File: config.mk
export PLATFORM = sky130hd
export DESIGN_NAME = dma_bus_arbiter_flat
export DESIGN_NICKNAME = d
export VERILOG_FILES = /design/src/rtl/dma_bus_arbiter_if.sv /design/src/rtl/dma_bus_arbiter.sv /design/src/flat_wrapper.sv
export SDC_FILE = /design/constraint.sdc
export NUM_CORES = 1
export LEC_CHECK = 0
export CAP_MARGIN = 0
export CORE_MARGIN = 2
export CORE_UTILIZATION = 30
export DETAILED_ROUTE_END_ITERATION = 16
export DONT_BUFFER_PORTS = 1
export PLACE_DENSITY_LB_ADDON = 0.25
export SLEW_MARGIN = 10
export SYNTH_ARGS = -nofsm -noshare
export SYNTH_HDL_FRONTEND = slang
export SYNTH_SLANG_ARGS = --single-unit
File: constraint.sdc
create_clock -name Clk -period 5.4 [get_ports Clk]
set_input_delay 1.35 -clock Clk [delete_from_list [all_inputs] [get_ports Clk]]
set_output_delay 1.35 -clock Clk [all_outputs]
set_load 0.1 [all_outputs]
File: src/rtl/dma_bus_arbiter_if.sv
// Requester and memory-command signal bundle for dma_bus_arbiter.
// master = arbiter side, slave = requesters plus memory controller.
interface dma_bus_arbiter_if #(
  parameter int REQUESTERS = 4,
  parameter int ADDR_WIDTH = 28,
  parameter int LEN_WIDTH  = 4
);
  localparam int OWNER_WIDTH = (REQUESTERS > 1) ? $clog2(REQUESTERS) : 1;

  logic [REQUESTERS-1:0]            Req;
  logic [REQUESTERS*ADDR_WIDTH-1:0] ReqAddr;
  logic [REQUESTERS-1:0]            ReqWrite;
  logic [REQUESTERS*LEN_WIDTH-1:0]  ReqLen;
  logic [REQUESTERS-1:0]            Grant;
  logic [OWNER_WIDTH-1:0]           Owner;
  logic                             Busy;
  logic                             MemValid;
  logic                             MemReady;
  logic [ADDR_WIDTH-1:0]            MemAddr;
  logic                             MemWrite;
  logic [LEN_WIDTH-1:0]             MemLen;
  logic                             MemBeat;

  modport master (
    input  Req, ReqAddr, ReqWrite, ReqLen, MemReady, MemBeat,
    output Grant, Owner, Busy, MemValid, MemAddr, MemWrite, MemLen
  );

  modport slave (
    output Req, ReqAddr, ReqWrite, ReqLen, MemReady, MemBeat,
    input  Grant, Owner, Busy, MemValid, MemAddr, MemWrite, MemLen
  );
endinterface

File: src/rtl/dma_bus_arbiter.sv
// Burst-level arbiter for the shared DDR command port: priority port 0 with
// anti-starvation limit, round-robin over ports 1..N-1, ownership held per burst.
module dma_bus_arbiter #(
  parameter int REQUESTERS   = 4,
  parameter int ADDR_WIDTH   = 28,
  parameter int LEN_WIDTH    = 4,
  parameter int STARVE_LIMIT = 8
) (
  input  logic               Clk,
  input  logic               Reset_n,
  dma_bus_arbiter_if.master  bus
);
  localparam int unsigned N  = REQUESTERS;
  localparam int          OW = (REQUESTERS > 1) ? $clog2(REQUESTERS) : 1;
  localparam int          SW = $clog2(STARVE_LIMIT + 1);

  typedef enum logic [1:0] {IDLE, ISSUE, BURST} state_t;

  state_t                state, state_next;
  logic [OW-1:0]         owner, rr_ptr, rr_idx, win_idx;
  logic [SW-1:0]         starve_cnt;
  logic [LEN_WIDTH-1:0]  beat_cnt, mem_len, sel_len;
  logic [ADDR_WIDTH-1:0] mem_addr, sel_addr;
  logic                  mem_valid, mem_write, busy, sel_write;
  logic                  any_req, others_req, rr_found, port0_wins;
  logic                  accept, beat_in_burst, last_beat;
  int unsigned           cand;

  assign any_req       = |bus.Req;
  assign others_req    = |bus.Req[REQUESTERS-1:1];
  assign accept        = (state == ISSUE) && mem_valid && bus.MemReady;
  assign beat_in_burst = (state == BURST) && bus.MemBeat;
  assign last_beat     = beat_in_burst && (beat_cnt == '0);

  // Round-robin search over ports 1..N-1 beginning at rr_ptr, wrapping N-1 -> 1.
  always_comb begin
    rr_found = 1'b0;
    rr_idx   = '0;
    cand     = 0;
    for (int unsigned i = 0; i < N - 1; i++) begin
      cand = 32'(rr_ptr) + i;
      if (cand > N - 1) cand = cand - (N - 1);
      if (!rr_found && |(bus.Req & (REQUESTERS'(1) << cand))) begin
        rr_found = 1'b1;
        rr_idx   = OW'(cand);
      end
    end
  end

  // Port 0 also wins when it is the only requester, regardless of the counter.
  assign port0_wins = bus.Req[0] && ((starve_cnt < SW'(STARVE_LIMIT)) || !rr_found);
  assign win_idx    = port0_wins ? '0 : rr_idx;

  always_comb begin
    sel_addr  = '0;
    sel_write = 1'b0;
    sel_len   = '0;
    for (int unsigned i = 0; i < N; i++) begin
      if (OW'(i) == win_idx) begin
        sel_addr  = bus.ReqAddr[i*ADDR_WIDTH +: ADDR_WIDTH];
        sel_write = bus.ReqWrite[i];
        sel_len   = bus.ReqLen[i*LEN_WIDTH +: LEN_WIDTH];
      end
    end
  end

  always_ff @(posedge Clk or negedge Reset_n) begin
    if (!Reset_n) state <= IDLE;
    else          state <= state_next;
  end

  always_comb begin
    state_next = state;
    case (state)
      IDLE:    if (any_req)   state_next = ISSUE;
      ISSUE:   if (accept)    state_next = BURST;
      BURST:   if (last_beat) state_next = IDLE;
      default:                state_next = IDLE;
    endcase
  end

  always_ff @(posedge Clk or negedge Reset_n) begin
    if (!Reset_n) begin
      owner      <= '0;
      mem_valid  <= 1'b0;
      mem_addr   <= '0;
      mem_write  <= 1'b0;
      mem_len    <= '0;
      busy       <= 1'b0;
      beat_cnt   <= '0;
      rr_ptr     <= OW'(1);
      starve_cnt <= '0;
    end else begin
      if (state == IDLE && any_req) begin
        owner     <= win_idx;
        mem_addr  <= sel_addr;
        mem_write <= sel_write;
        mem_len   <= sel_len;
        mem_valid <= 1'b1;
        if (win_idx == '0) begin
          if (!others_req)                          starve_cnt <= '0;
          else if (starve_cnt < SW'(STARVE_LIMIT))  starve_cnt <= starve_cnt + 1'b1;
        end else begin
          starve_cnt <= '0;
          rr_ptr     <= (win_idx == OW'(N - 1)) ? OW'(1) : win_idx + 1'b1;
        end
      end
      if (accept) begin
        mem_valid <= 1'b0;
        busy      <= 1'b1;
        beat_cnt  <= mem_len;
      end
      if (beat_in_burst) begin
        if (beat_cnt == '0) busy     <= 1'b0;
        else                beat_cnt <= beat_cnt - 1'b1;
      end
    end
  end

  assign bus.Grant    = accept ? (REQUESTERS'(1) << owner) : '0;
  assign bus.Owner    = owner;
  assign bus.Busy     = busy;
  assign bus.MemValid = mem_valid;
  assign bus.MemAddr  = mem_addr;
  assign bus.MemWrite = mem_write;
  assign bus.MemLen   = mem_len;
endmodule

File: src/flat_wrapper.sv
// flat-port wrapper written by rule: the top's interface ports become plain ports
module dma_bus_arbiter_flat 
#(
  parameter int REQUESTERS   = 4,
  parameter int ADDR_WIDTH   = 28,
  parameter int LEN_WIDTH    = 4,
  parameter int STARVE_LIMIT = 8
)
  (Clk, Reset_n, bus_Req, bus_ReqAddr, bus_ReqWrite, bus_ReqLen, bus_MemReady, bus_MemBeat, bus_Grant, bus_Owner, bus_Busy, bus_MemValid, bus_MemAddr, bus_MemWrite, bus_MemLen);
  dma_bus_arbiter_if #(.REQUESTERS(REQUESTERS), .ADDR_WIDTH(ADDR_WIDTH), .LEN_WIDTH(LEN_WIDTH)) bus_i ();
  input  logic Clk;
  input  logic Reset_n;
  input wire logic [$bits(bus_i.Req)-1:0] bus_Req;
  input wire logic [$bits(bus_i.ReqAddr)-1:0] bus_ReqAddr;
  input wire logic [$bits(bus_i.ReqWrite)-1:0] bus_ReqWrite;
  input wire logic [$bits(bus_i.ReqLen)-1:0] bus_ReqLen;
  input wire logic [$bits(bus_i.MemReady)-1:0] bus_MemReady;
  input wire logic [$bits(bus_i.MemBeat)-1:0] bus_MemBeat;
  output wire logic [$bits(bus_i.Grant)-1:0] bus_Grant;
  output wire logic [$bits(bus_i.Owner)-1:0] bus_Owner;
  output wire logic [$bits(bus_i.Busy)-1:0] bus_Busy;
  output wire logic [$bits(bus_i.MemValid)-1:0] bus_MemValid;
  output wire logic [$bits(bus_i.MemAddr)-1:0] bus_MemAddr;
  output wire logic [$bits(bus_i.MemWrite)-1:0] bus_MemWrite;
  output wire logic [$bits(bus_i.MemLen)-1:0] bus_MemLen;
  assign bus_i.Req = bus_Req;
  assign bus_i.ReqAddr = bus_ReqAddr;
  assign bus_i.ReqWrite = bus_ReqWrite;
  assign bus_i.ReqLen = bus_ReqLen;
  assign bus_i.MemReady = bus_MemReady;
  assign bus_i.MemBeat = bus_MemBeat;
  assign bus_Grant = bus_i.Grant;
  assign bus_Owner = bus_i.Owner;
  assign bus_Busy = bus_i.Busy;
  assign bus_MemValid = bus_i.MemValid;
  assign bus_MemAddr = bus_i.MemAddr;
  assign bus_MemWrite = bus_i.MemWrite;
  assign bus_MemLen = bus_i.MemLen;
  dma_bus_arbiter #(.REQUESTERS(REQUESTERS), .ADDR_WIDTH(ADDR_WIDTH), .LEN_WIDTH(LEN_WIDTH), .STARVE_LIMIT(STARVE_LIMIT)) u_core (.Clk(Clk), .Reset_n(Reset_n), .bus(bus_i));
endmodule
== Yosys cells after proc, flatten, opt, wreduce, memory -nomap -nowiden ==
Index checks and enable logic that the tools add are counted.

* Memories: 0
* ROM bits: 0
* Bits in latches: 0
* RAM bits: 0
* Output and inout bits: 41
* Register bits: 49
* Word-level logic and storage cells: 103

* Add/subtract/negate cells: 8
* Shift operators: 4
* Div/mod/pow operators: 0
* Equal/unequal tests: 10
* $lt $le $gt $ge: 4
* Reduce and logical (&&, ||, !) cells: 24
* Bitwise operators: 4
* Mux-type cells: 39
* Multipliers: 0

{| class="wikitable"
|+ Operator list
! operator !! number
|-
| $mux 28 || 4
|-
| $mux 32 || 3
|-
| $shl 1x32->4 const A || 3
|-
| $gt 32x2->1 const B || 2
|-
| $sub 32x2->32 const B || 2
|-
| $mux 4 || 11
|-
| $mux 2 || 8
|-
| $reduce_or 4->1 || 4
|-
| $and 4x4->4 || 3
|-
| $mux 1 || 12
|-
| $logic_and 1x1->1 || 8
|-
| $ne 2x1->1 const B || 3
|-
| $pmux 2 s3 || 1
|-
| $add 4x1->4 const B || 1
|-
| $eq 2x2->1 const A || 2
|-
| $eq 2x2->1 const B || 2
|-
| $logic_not 2->1 || 2
|-
| $logic_not 4->1 || 1
|-
| $lt 4x4->1 const B || 1
|-
| $reduce_and 2->1 || 2
|-
| $shl 1x2->4 const A || 1
|-
| $sub 4x1->4 const B || 1
|-
| $add 2x1->3 const B || 1
|-
| $add 2x2->3 const B || 1
|-
| other kinds (12) || 14
|}

== Depth between registers and ports, before layout ==
Gate-level depths: netlist of run 1.

* Depth after elaboration: 21
* Depth in mapped cells: 15

== Worst setup path before layout of run 1 ==
No wires, ideal clock.

* Path type: in2out
* Start point: in bus_MemReady
* End point: out bus_Grant[2]
* Buffers on the path: 0
* Stages on the path: 2
* Setup slack: 0.270 ns
* Required time: 4.050 ns
* Arrival: 3.780 ns
* Cell sequence: nand4b_1 > nor3b_1

* Longest elaborated chain between the ends: 2

{| class="wikitable"
|+ RTL lines
! element !! line !! RTL
|-
| from (decl) || flat_wrapper.sv:17 || <nowiki>input wire logic [$bits(bus_i.MemReady)-1:0] bus_MemReady;</nowiki>
|-
| $logic_and 1x1->1 || dma_bus_arbiter.sv:31 || <nowiki>assign accept = (state == ISSUE) && mem_valid && bus.MemReady;</nowiki>
|-
| $mux 4 || dma_bus_arbiter.sv:120 || <nowiki>assign bus.Grant = accept ? (REQUESTERS'(1) << owner) : '0;</nowiki>
|-
| to (decl) || flat_wrapper.sv:19 || <nowiki>output wire logic [$bits(bus_i.Grant)-1:0] bus_Grant;</nowiki>
|}

Every way passes these cells.

== Worst setup path after layout of run 1 ==
* Start point: in bus_MemReady
* End point: out bus_Grant[3]

Same word-level chain as after synthesis.

==> metrics.cfg, run 1 <==
[cells_and_area]
drive_above_1_share=0.0959
seqCellArea_um2=1230
multi_input_area_um2=1800
finish.utilization=0.331
finalNetCount=494
n_antenna_cell=0
final_cells=480
num-fill-cells=1110
fin_area_um2=3430
syn2layout_area_growth_pct=6.69

[timing]
max_slew.worst_pin.slew_ns=1.07
rsz0062_at_grt=no
finalMaxSlewViolations=0
hold_viol=0
fmax_mhz=248
min_period_ns=4.03
tns_ns=0
finalCritPeriodShare=0.746
skew_ns=0.00822
setup_violations=0
maxSlewHeadroom=0.288

[place]
port_buffers=0
place_area_um2=3350
gp_congestion=0.782
dpl.hpwl_um=7460
dp.cells=472

[routing]
first_pass_iters=4
vias=2940
first_iter_violations=302
totalWireLength_um=10500
detail-route-antenna-nets=0
wire_per_inst_um=21.9
detail_route.vias_per_cell=6.13
drc=0

[global_routing]
grt_pass1_wl_um=16000
grt_max_degree=50
overflow=0
grt_antenna_before_repair=0
grt_use_total=0.179
first_global_vias=2932

[hold_path]
worstHoldPathCells=1
hold_class=reg -> reg

[cts]
cts.sink_count=49
clk_pin_slew_ns=0.10
cts_tree=yes
cts_buffers=5
cts_buffer_depth=2
cts.htree.levels=2
hold_buffers=0
post_cts_buffers=0
cts_root_buffer=clkbuf_8
clock_latency_ns=0.31
post_cts_resized=0

[yosys]
ys_warn_count=0
synth_edf_count=0
post_synth_num_cell_types=52
syn_nets=512
seq_area_frac_synth=0.381
yosys.area.top_type=dfrtp_1
synthCells=361
ys_ff_latch=49
synth_top_cell_area_share=0.373
synth.avg_cell_area_um2=8.91
synthFlopType=dfrtp_1
synth_area_um2=3220
async_flop_share=1.00
synthTopCellsByArea=dfrtp_1 (37%), a21oi_1 (11%), a221o_1 (10%), o211ai_1 (7.5%), nor2_1 (5.5%)

[critical_path]
endpoint_kind=output pin
arrival_ns=2.68
slowest_delay_ns=0.87
worst-path-max-fanout=12
cpLargestDelayFamily=simple AND/OR/NAND/NOR gates
path_cells=and4b_1 > and3_1
critPathKind=in -> out
ff2ff_path_depth=12
cp_slowest_cell=and3_1
path_depth=2
cp.required_ns=4.05
start_kind=primary input
path_buf_inv=0

[floorplan]
die_y_um=108
die_area_um2=11600
pin_count=181
start_util=0.310
core_um2=10400
rows=37
die_width_um=108

[run]
max-cap-violations=0

[run_status]
status=complete, no violations

-- sequential cells by signal, indices dropped and copies added (netlist names) --
register and cells:
u_core.bus.MemWrite 1, u_core.bus.Owner 2, u_core.bus.MemLen 4, u_core.rr_ptr 2, u_core.beat_cnt 4, u_core.bus.MemAddr 28, u_core.starve_cnt 4, u_core.bus.Busy 1
u_core.state 2, u_core.bus.MemValid 1
-- final timing paths --
| path | startpoint | to | slack [ns] |
|---|---|---|---|
| worst max-delay path | bus_MemReady | bus_Grant[3] | 1.37 |
| worst min-delay path | u_core.beat_cnt[3]$_DFF_PN0_ | u_core.beat_cnt[3]$_DFF_PN0_ | 0.53 |
| worst max register to register | u_core.rr_ptr[0]$_DFFE_PN1P_ | u_core.bus.MemAddr[13]$_DFFE_PN0P_ | 1.70 |
| worst min register to register | u_core.beat_cnt[3]$_DFF_PN0_ | u_core.beat_cnt[3]$_DFF_PN0_ | 0.53 |
| max in group asynchronous | Reset_n | u_core.rr_ptr[0]$_DFFE_PN1P_ | 4.50 |
| min in group asynchronous | Reset_n | u_core.bus.MemAddr[13]$_DFFE_PN0P_ | 0.72 |
-- cells by family (layout without fill, tap and decap cells) --
logic type,after synthesis,after routing,synth area share
compound gates,164,164,0.362
fa+ha+maj,11,11,0.0428
buf+inv,45,28,0.0657
flops,49,49,0.381
mux,3,3,0.00972
simple gates,89,89,0.139
-- cells in the final DEF, fill, tap and decap left out, drive strengths merged, types with 3 or more instances in the layout --
cell type,synthesis,routed
a21oi,73,73
a221o,32,32
buf,13,8
clkbuf,22,7
dfrtp,48,48
ha,11,11
inv,10,10
nand2,12,12
nand3b,4,4
nor2,48,48
nor2b,3,3
nor3,5,5
o211ai,32,32
o21ai,5,5
or3,3,3
-- metal layers --
metal	share of wire	GRT usage	routed length [um]	up-vias
met5	0	0	0	-
met4	0.0083	0.0357	87	0
met3	0.093	0.0478	975	9
met2	0.49	0.310	5160	159
met1	0.41	0.223	4300	1438
li1	-	-	-	1334
-- synth_stat cells, drive strengths merged, types with 2 or more instances --
library cell  number
o211ai            32
and3b              2
or3                3
nand2             12
a221o             32
nor3b              2
dfrtp             48
nand3b             4
o31ai              2
buf               13
mux2i              2
ha                11
nor2              48
o21ai              5
a311oi             2
a211oi             2
o41ai              2
a21o               2
nand2b             2
nor2b              3
nor4               2
a21oi             73
clkbuf            22
nor3               5
inv               10
-- layout make-up --
cell class | count | area share
multi-input combinational | 267 | 0.525
sequential | 49 | 0.358
inverter | 10 | 0.0109
clock inverter | 3 | 0.00510
clock buffer | 5 | 0.0200
tap | 136 | 0.0496
timing repair buffer | 10 | 0.0321
-- metrics by stage --
stage / hold WS [ns] / worst slack, ns
floorplan: 0.482 / 0.270
global placement: 0.511 / 1.34
detailed placement: 0.520 / 1.29
CTS: 0.535 / 1.38
global route: 0.559 / 1.29
finish: 0.535 / 1.37
Power of run 1 is left out: the tool's default activity adds up to more than one toggle a clock period on the data nets, which glitch-free logic cannot reach.
==> inputs of run 2 (changes only) <==
clock period = 3.85 ns   (was 5.4 ns; I/O delays follow)
==> metrics.cfg, run 2 (synthesis gave the netlist of run 1 again) <==
[floorplan]
die_width_um=108  ; unchanged
die_y_um=108  ; unchanged
die_area_um2=11600  ; unchanged
rows=37  ; unchanged
start_util=0.310  ; unchanged
pin_count=181  ; unchanged
core_um2=10400  ; unchanged

[critical_path]
startpoint=u_core.rr_ptr[0]$_DFFE_PN1P_
crit_top_cell=ha_1
cp.required_ns=4.04  ; about the same
path_buf_inv=2  ; +2
cp_slowest_cell=dfstp_2
slowest_delay_ns=0.57  ; -0.30 ns
r2r-start=u_core.rr_ptr[0]$_DFFE_PN1P_
path_cells=inv_1 > ha_1 > o2111a_1 > a41o_1 > or3_1 > ha_1 > nor2b_2 > buf_4 > a221o_1 > o211ai_1 > a21oi_1
worst-path-max-fanout=30  ; +18
ff2ff_path_depth=11  ; -1
arrival_ns=3.65  ; +0.97 ns
critPathKind=reg -> reg
timing.rr.end=u_core.bus.MemAddr[12]$_DFFE_PN0P_
cpLargestDelayFamily=compound AO/OA/AOI/OAI gates
endpoint_kind=flip-flop
start_kind=flip-flop
reg2reg_slack_ns=0.39  ; -1.31 ns

[global_routing]
grt_use_total=0.182  ; +0.00339
grt_pass1_wl_um=16400  ; +2.4%
first_global_vias=3093  ; +5.5%
grt_max_degree=50  ; unchanged
grt_antenna_before_repair=0  ; unchanged
overflow=0  ; unchanged

[routing]
wl_met1_um=4450  ; +3.5%
vias=2937  ; -0.10%
wl_met2_um=5290  ; +2.6%
totalWireLength_um=10700  ; +1.6%
first_pass_iters=4  ; unchanged
drc=0  ; unchanged
detail_route.vias_per_cell=6.03  ; -1.5%
first_iter_violations=157  ; -48%
wl_met3_um=873  ; -10%
top_layer=met4
wire_per_inst_um=22.0  ; +0.18%
detail-route-antenna-nets=0  ; unchanged

[timing]
max_slew.worst_pin.slew_ns=1.06  ; -0.00295 ns
rsz0062_at_grt=no
maxSlewHeadroom=0.291  ; +0.00275
hold_viol=0  ; unchanged
min_period_ns=3.46
finalMaxSlewViolations=0  ; unchanged
tns_ns=0  ; unchanged
finalCritPeriodShare=0.899
skew_ns=0.0172  ; +0.00896 ns
setup_violations=0  ; unchanged
fmax_mhz=289

[cells_and_area]
layout_common_cells=a21oi_1 (73), dfrtp_1 (48), nor2_1 (46), a221o_1 (32), o211ai_1 (32)
largest_reg_flops=28  ; unchanged
final_common_cell=a21oi_1
drive_above_1_share=0.120  ; +0.0237
n_antenna_cell=0  ; unchanged
syn2layout_area_growth_pct=9.06
finalNetCount=501  ; +1.4%
finish.utilization=0.338  ; +0.00736

[cts]
cts_buffers=5  ; unchanged
cts_tree=yes
cts_buffer_depth=2  ; unchanged
hold_buffers=0  ; unchanged
clock_latency_ns=0.31  ; about the same
clk_pin_slew_ns=0.11  ; about the same
cts.sink_count=49  ; unchanged
cts_root_buffer=clkbuf_8
post_cts_buffers=0  ; unchanged
post_cts_resized=0  ; unchanged
cts.htree.levels=2  ; unchanged

[place]
port_buffers=0  ; unchanged
dpl.hpwl_um=7620  ; +2.1%
gp_congestion=0.871  ; +11%

[hold_path]
hold_class=in -> async

[run]
max-cap-violations=0  ; unchanged

[run_status]
status=complete, no violations

-- run 2: changes by cell type in the layout (fill, tap and decap cells not counted), sizes merged --
cell,delta
bufinv,+1
clkinv,-1
clkbuf,-2
buf,+9
-- run 2: metrics by stage --
stage	setup WS (ns)	std cells	cell area [um^2]	hold WS [ns]
2_1_floorplan	0.330	361	3230	0.482
3_3_place_gp	0.439	479	3390	0.468
3_5_place_dp	0.299	479	3390	0.466
4_1_cts	0.331	487	3510	0.319
5_1_grt	0.225	487	3510	0.303
6_report	0.390	487	3510	0.330
-- run 2: per-layer routing --
| metal | GRT usage | vias up |
|---|---|---|
| li1 | - | 1347 |
| met1 | 0.226 | 1450 |
| met2 | 0.314 | 136 |
| met3 | 0.0466 | 4 |
| met4 | 0.0449 | 0 |
| met5 | 0 | - |
-- run 2: cell type report --
type,count,area [um^2]
clock buffers,5,68.8
well taps,136,170
multi-input cells,267,1820
inverters,10,37.5
clock inverters,3,46.3
fillers,1097,6860
repair buffers,17,140
flip-flops and latches,49,1230
-- run 2: worst max-delay path by stage --
stage                                                    end  depth (start not counted)
final                     u_core.bus.MemAddr[12]$_DFFE_PN0P_                         11
after global routing      u_core.bus.MemAddr[16]$_DFFE_PN0P_                         12
after CTS                 u_core.bus.MemAddr[12]$_DFFE_PN0P_                         10
after detailed placement  u_core.bus.MemAddr[12]$_DFFE_PN0P_                          9
after global placement    u_core.bus.MemAddr[12]$_DFFE_PN0P_                          9
after floorplan                                 bus_Grant[2]                          2
Power of run 2 is left out for the same reason.
==> variant 1: new RTL, settings of run 1 <==
Re-encode `state_t` (3 states) as one-hot, 3 bits wide.
--- a/src/rtl/dma_bus_arbiter.sv
+++ b/src/rtl/dma_bus_arbiter.sv
@@ -14,7 +14,7 @@
   localparam int          OW = (REQUESTERS > 1) ? $clog2(REQUESTERS) : 1;
   localparam int          SW = $clog2(STARVE_LIMIT + 1);
 
-  typedef enum logic [1:0] {IDLE, ISSUE, BURST} state_t;
+  typedef enum logic [2:0] {IDLE = 3'b001, ISSUE = 3'b010, BURST = 3'b100} state_t;
 
   state_t                state, state_next;
   logic [OW-1:0]         owner, rr_ptr, rr_idx, win_idx;
Formal check against the unedited RTL: same outputs for any inputs over 4 cycles, from zero or initial values and one cycle with Reset_n low; so few cycles prove little.
==> variant 1 against run 1 <==
Area after synthesis grew 1.3%. Routed wire length shrank 9.3%. Sequential cell count grew 1. Count of clock-buffer cells in the layout grew 1. Setup slack lost 140 ps. Critical path type is now primary input to flip-flop. Register-to-register slack lost 430 ps. Synthesized cell count grew 9.7%. Cell area grew 3.4%. Sequential share of layout area shrank 0.42 points.
Power is left out: the tool's default activity adds up to more than one toggle a clock period on the data nets, which glitch-free logic cannot reach.
==> variant 1: results (changes against run 1) <==
Parameter                              Value

Place
  Final weighted congestion in routability-driven placement ... 0.8175 (+4.5%)
  HPWL reported at the end of detailed placement ... 7088 µm (-5.0%)

Synth
  Arithmetic-cell share of the synthesized area counting full adders, half adders and majority gates ... 0.04221 (-0.0005580)
  Post-synthesis mux area share ... 0.01497 (+0.005245)
  Cell types occupying the most area after synthesis ... sky130_fd_sc_hd__dfrtp_1 37%, sky130_fd_sc_hd__a221oi_1 8.6%, sky130_fd_sc_hd__a21oi_1 6.8%
  Syn_nets ... 547 (+6.8%)
  Top post-synthesis cells by count ... 50 x sky130_fd_sc_hd__nand2_1, 48 x sky130_fd_sc_hd__dfrtp_1, 44 x sky130_fd_sc_hd__a21oi_1
  Fraction of the yosys area taken by sequential cells ... 0.3845 (+0.003082)
  Count of cell types in the netlist ... 44 (-15%)

GRT
  Global routing met2 resource utilization ... 0.2704 (-0.03953)
  Met1 Resource Use GR ... 0.2089 (-0.01399)
  Vias in the first global route ... 2752 (-6.1%)
  Met3 capacity usage during global routing ... 0.04702 (-0.0008045)
  Global-route usage over all layers ... 0.1628 (-0.01588)

Worst setup path
  Slowest library cell on the worst path ... sky130_fd_sc_hd__ha_1
  Largest stage delay on the critical path ... 740 ps (-130 ps)
  R2R Setup Slk ... 1270 ps (-430 ps)
  Worst reg2reg path depth ... 11 (-1)
  Last element of the critical path ... u_core.bus.MemAddr[22]$_DFFE_PN0P_
  Origin of the worst setup path ... bus_Req[2]
  Kind of cell adding the most delay to the critical path ... compound AO/OA/AOI/OAI gates
  Critical Path Fanout Max ... 19 (+7)

Drt
  Met2 WL ... 4612 µm (-11%)
  Met3 routed wirelength ... 767 µm (-21%)
  Routed wire length ... 9542 µm (-9.3%)
  Number of DRC markers in iteration 0 ... 138 (-54%)
  Sum of routed wire segments on met1 ... 4072 µm (-5.3%)

Layout
  Multi-input combinational cell count ... 304 (+14%)
  Layout clock area frac ... 0.02680 (+0.001653)
  Final-layout non-clock buffer area share ... 0.03526 (+0.003191)
  Clock tree buffer count of the final layout ... 6 (+1)
  Fraction of area in multi-input gates ... 0.5247 (about the same)
  Filler cells ... 1143 (+3.0%)
  Fraction of layout instances using a drive strength above 1 ... 0.09635 (+0.0004239)
  Fraction of area in registers ... 0.3533 (-0.004194)

Status
  Outcome ... complete, no violations

Timing
  Max transition margin ... 0.2836 (-0.004311)

Min path
  Worst Hold Endpoint ... u_core.beat_cnt[0]$_DFF_PN0_
## variant 1: changes by cell type in the layout (fill, tap and decap cells not counted), moves of 29 or more
cell and delta:
sky130_fd_sc_hd__nand2_1 +37, sky130_fd_sc_hd__o21ai_0 +36, sky130_fd_sc_hd__o211ai_1 -30, sky130_fd_sc_hd__nor2_1 -36
sky130_fd_sc_hd__a21oi_1 -29, sky130_fd_sc_hd__a221oi_1 +32, sky130_fd_sc_hd__nor3_1 +31, sky130_fd_sc_hd__a221o_1 -32
sky130_fd_sc_hd__nor2b_1 +32
## variant 1: stage by stage
stage | cells | utilization | cell area, µm² | setup WS, ps
floorplan | 396 | - | 3261 | 46.25
global placement | 516 | 0.3228 | 3453 | 956.8
detailed placement | 516 | 0.3228 | 3453 | 860.0
CTS | 524 | 0.3317 | 3548 | 1204
global route | 524 | 0.3317 | 3548 | 854.1
finish | 524 | 0.3317 | 3548 | 1230
==> variant 2: new RTL, config.mk and constraints of run 1 <==
Without the edit above. `STARVE_LIMIT` is set to 8 in 2 places; all go to 32.
--- a/src/rtl/dma_bus_arbiter.sv
+++ b/src/rtl/dma_bus_arbiter.sv
@@ -4,7 +4,7 @@
   parameter int REQUESTERS   = 4,
   parameter int ADDR_WIDTH   = 28,
   parameter int LEN_WIDTH    = 4,
-  parameter int STARVE_LIMIT = 8
+  parameter int STARVE_LIMIT = 32
 ) (
   input  logic               Clk,
   input  logic               Reset_n,
--- a/src/flat_wrapper.sv
+++ b/src/flat_wrapper.sv
@@ -4,7 +4,7 @@
   parameter int REQUESTERS   = 4,
   parameter int ADDR_WIDTH   = 28,
   parameter int LEN_WIDTH    = 4,
-  parameter int STARVE_LIMIT = 8
+  parameter int STARVE_LIMIT = 32
 )
   (Clk, Reset_n, bus_Req, bus_ReqAddr, bus_ReqWrite, bus_ReqLen, bus_MemReady, bus_MemBeat, bus_Grant, bus_Owner, bus_Busy, bus_MemValid, bus_MemAddr, bus_MemWrite, bus_MemLen);
   dma_bus_arbiter_if #(.REQUESTERS(REQUESTERS), .ADDR_WIDTH(ADDR_WIDTH), .LEN_WIDTH(LEN_WIDTH)) bus_i ();
Behaviour: no difference found for any inputs over 4 cycles, from zero or initial values and one cycle with Reset_n low; that may be too few to reach the edited logic, so the function may still have changed.
==> variant 2 against run 1 <==
Area after synthesis is 2.8% higher. Routed wire length is 0.29% lower. Sequential cell count is 2 higher. Cell area is 3.2% higher. Setup slack worse by 17 ps. Highest routed layer unchanged. Worst hold slack better by 2.4 ps.
Power is left out: the tool's default activity adds up to more than one toggle a clock period on the data nets, which glitch-free logic cannot reach.
==> variant 2: results (changes against run 1) <==
Parameter                              Value

Status
  Outcome ... complete, no violations

Layout
  Nets ... 508 (+2.8%)
  Fraction of layout instances using a drive strength above 1 ... 0.08380 (-0.01213)

Worst setup path
  R2R Setup Slk ... 1370 ps (-330 ps)
  Worst reg2reg path depth ... 13 (+1)
  Worst R2R End ... u_core.bus.MemLen[2]$_DFFE_PN0P_
  Kind of cell adding the most delay to the critical path ... compound AO/OA/AOI/OAI gates
  Largest stage delay on the critical path ... 580 ps (-290 ps)
  Slowest library cell on the worst path ... sky130_fd_sc_hd__nor2b_2

Synth
  Post-synthesis mux area share ... 0.01285 (+0.003134)
  Count of cell types in the netlist ... 46 (-12%)
  Post-Synthesis Mean Instance Area ... 8.872 µm² (-0.47%)
  Fraction of the yosys area taken by sequential cells ... 0.3860 (+0.004596)
  Arithmetic-cell share of the synthesized area counting full adders, half adders and majority gates ... 0.04159 (-0.001180)

GRT
  Maximum number of pins on one net before global-route repair ... 52 (+4.0%)
  Met1 Resource Use GR ... 0.2311 (+0.008291)
  Met3 capacity usage during global routing ... 0.03646 (-0.01136)
  Global routing met2 resource utilization ... 0.2875 (-0.02248)
  Wire length of the first global-routing pass ... 15860 µm (-0.86%)

Timing
  Skew final ... 7.536 ps (-0.6806 ps)
  Hold slack final ... 536.9 ps (+2.402 ps)
  Worst Tran Pin Value ... 1082 ps (+15.16 ps)

Drt
  Met3 routed wirelength ... 731 µm (-25%)
  Met2 WL ... 5045 µm (-2.2%)
  Number of vias in the routed layout ... 2991 (+1.7%)
  Number of DRC markers in iteration 0 ... 227 (-25%)

Place
  Post-placement worst setup slack ... 1121 ps (-166.5 ps)
  HPWL reported at the end of detailed placement ... 7355 µm (-1.5%)
  Final weighted congestion in routability-driven placement ... 0.8279 (+5.9%)
-- variant 2: changes by cell type in the layout (fill, tap and decap cells not counted), moves of 3 or more --
cell                      change
sky130_fd_sc_hd__a22o_1       +3
sky130_fd_sc_hd__nand2_1      +3
sky130_fd_sc_hd__nand3_1      +4
sky130_fd_sc_hd__nor2b_1      +4
sky130_fd_sc_hd__o21ai_0      +4
-- variant 2: worst max-delay path by stage --
stage | slack (ps) | end
floorplan | 250 | bus_Grant[2]
global placement | 1240 | u_core.bus.MemAddr[16]$_DFFE_PN0P_
detailed placement | 1120 | u_core.bus.MemLen[2]$_DFFE_PN0P_
CTS | 1410 | bus_Grant[3]
global route | 1080 | u_core.bus.MemAddr[26]$_DFFE_PN0P_
finish | 1360 | u_core.bus.MemLen[2]$_DFFE_PN0P_
-- variant 2: cell type report --
class                      count  area, µm²
inverter                      10      37.54
fill                        1109       7251
clock inverter                 1      5.005
tap                          140      175.2
multi-input combinational    279       1861
timing repair buffer          10      110.1
sequential                    51       1277
clock buffer                   7      76.32
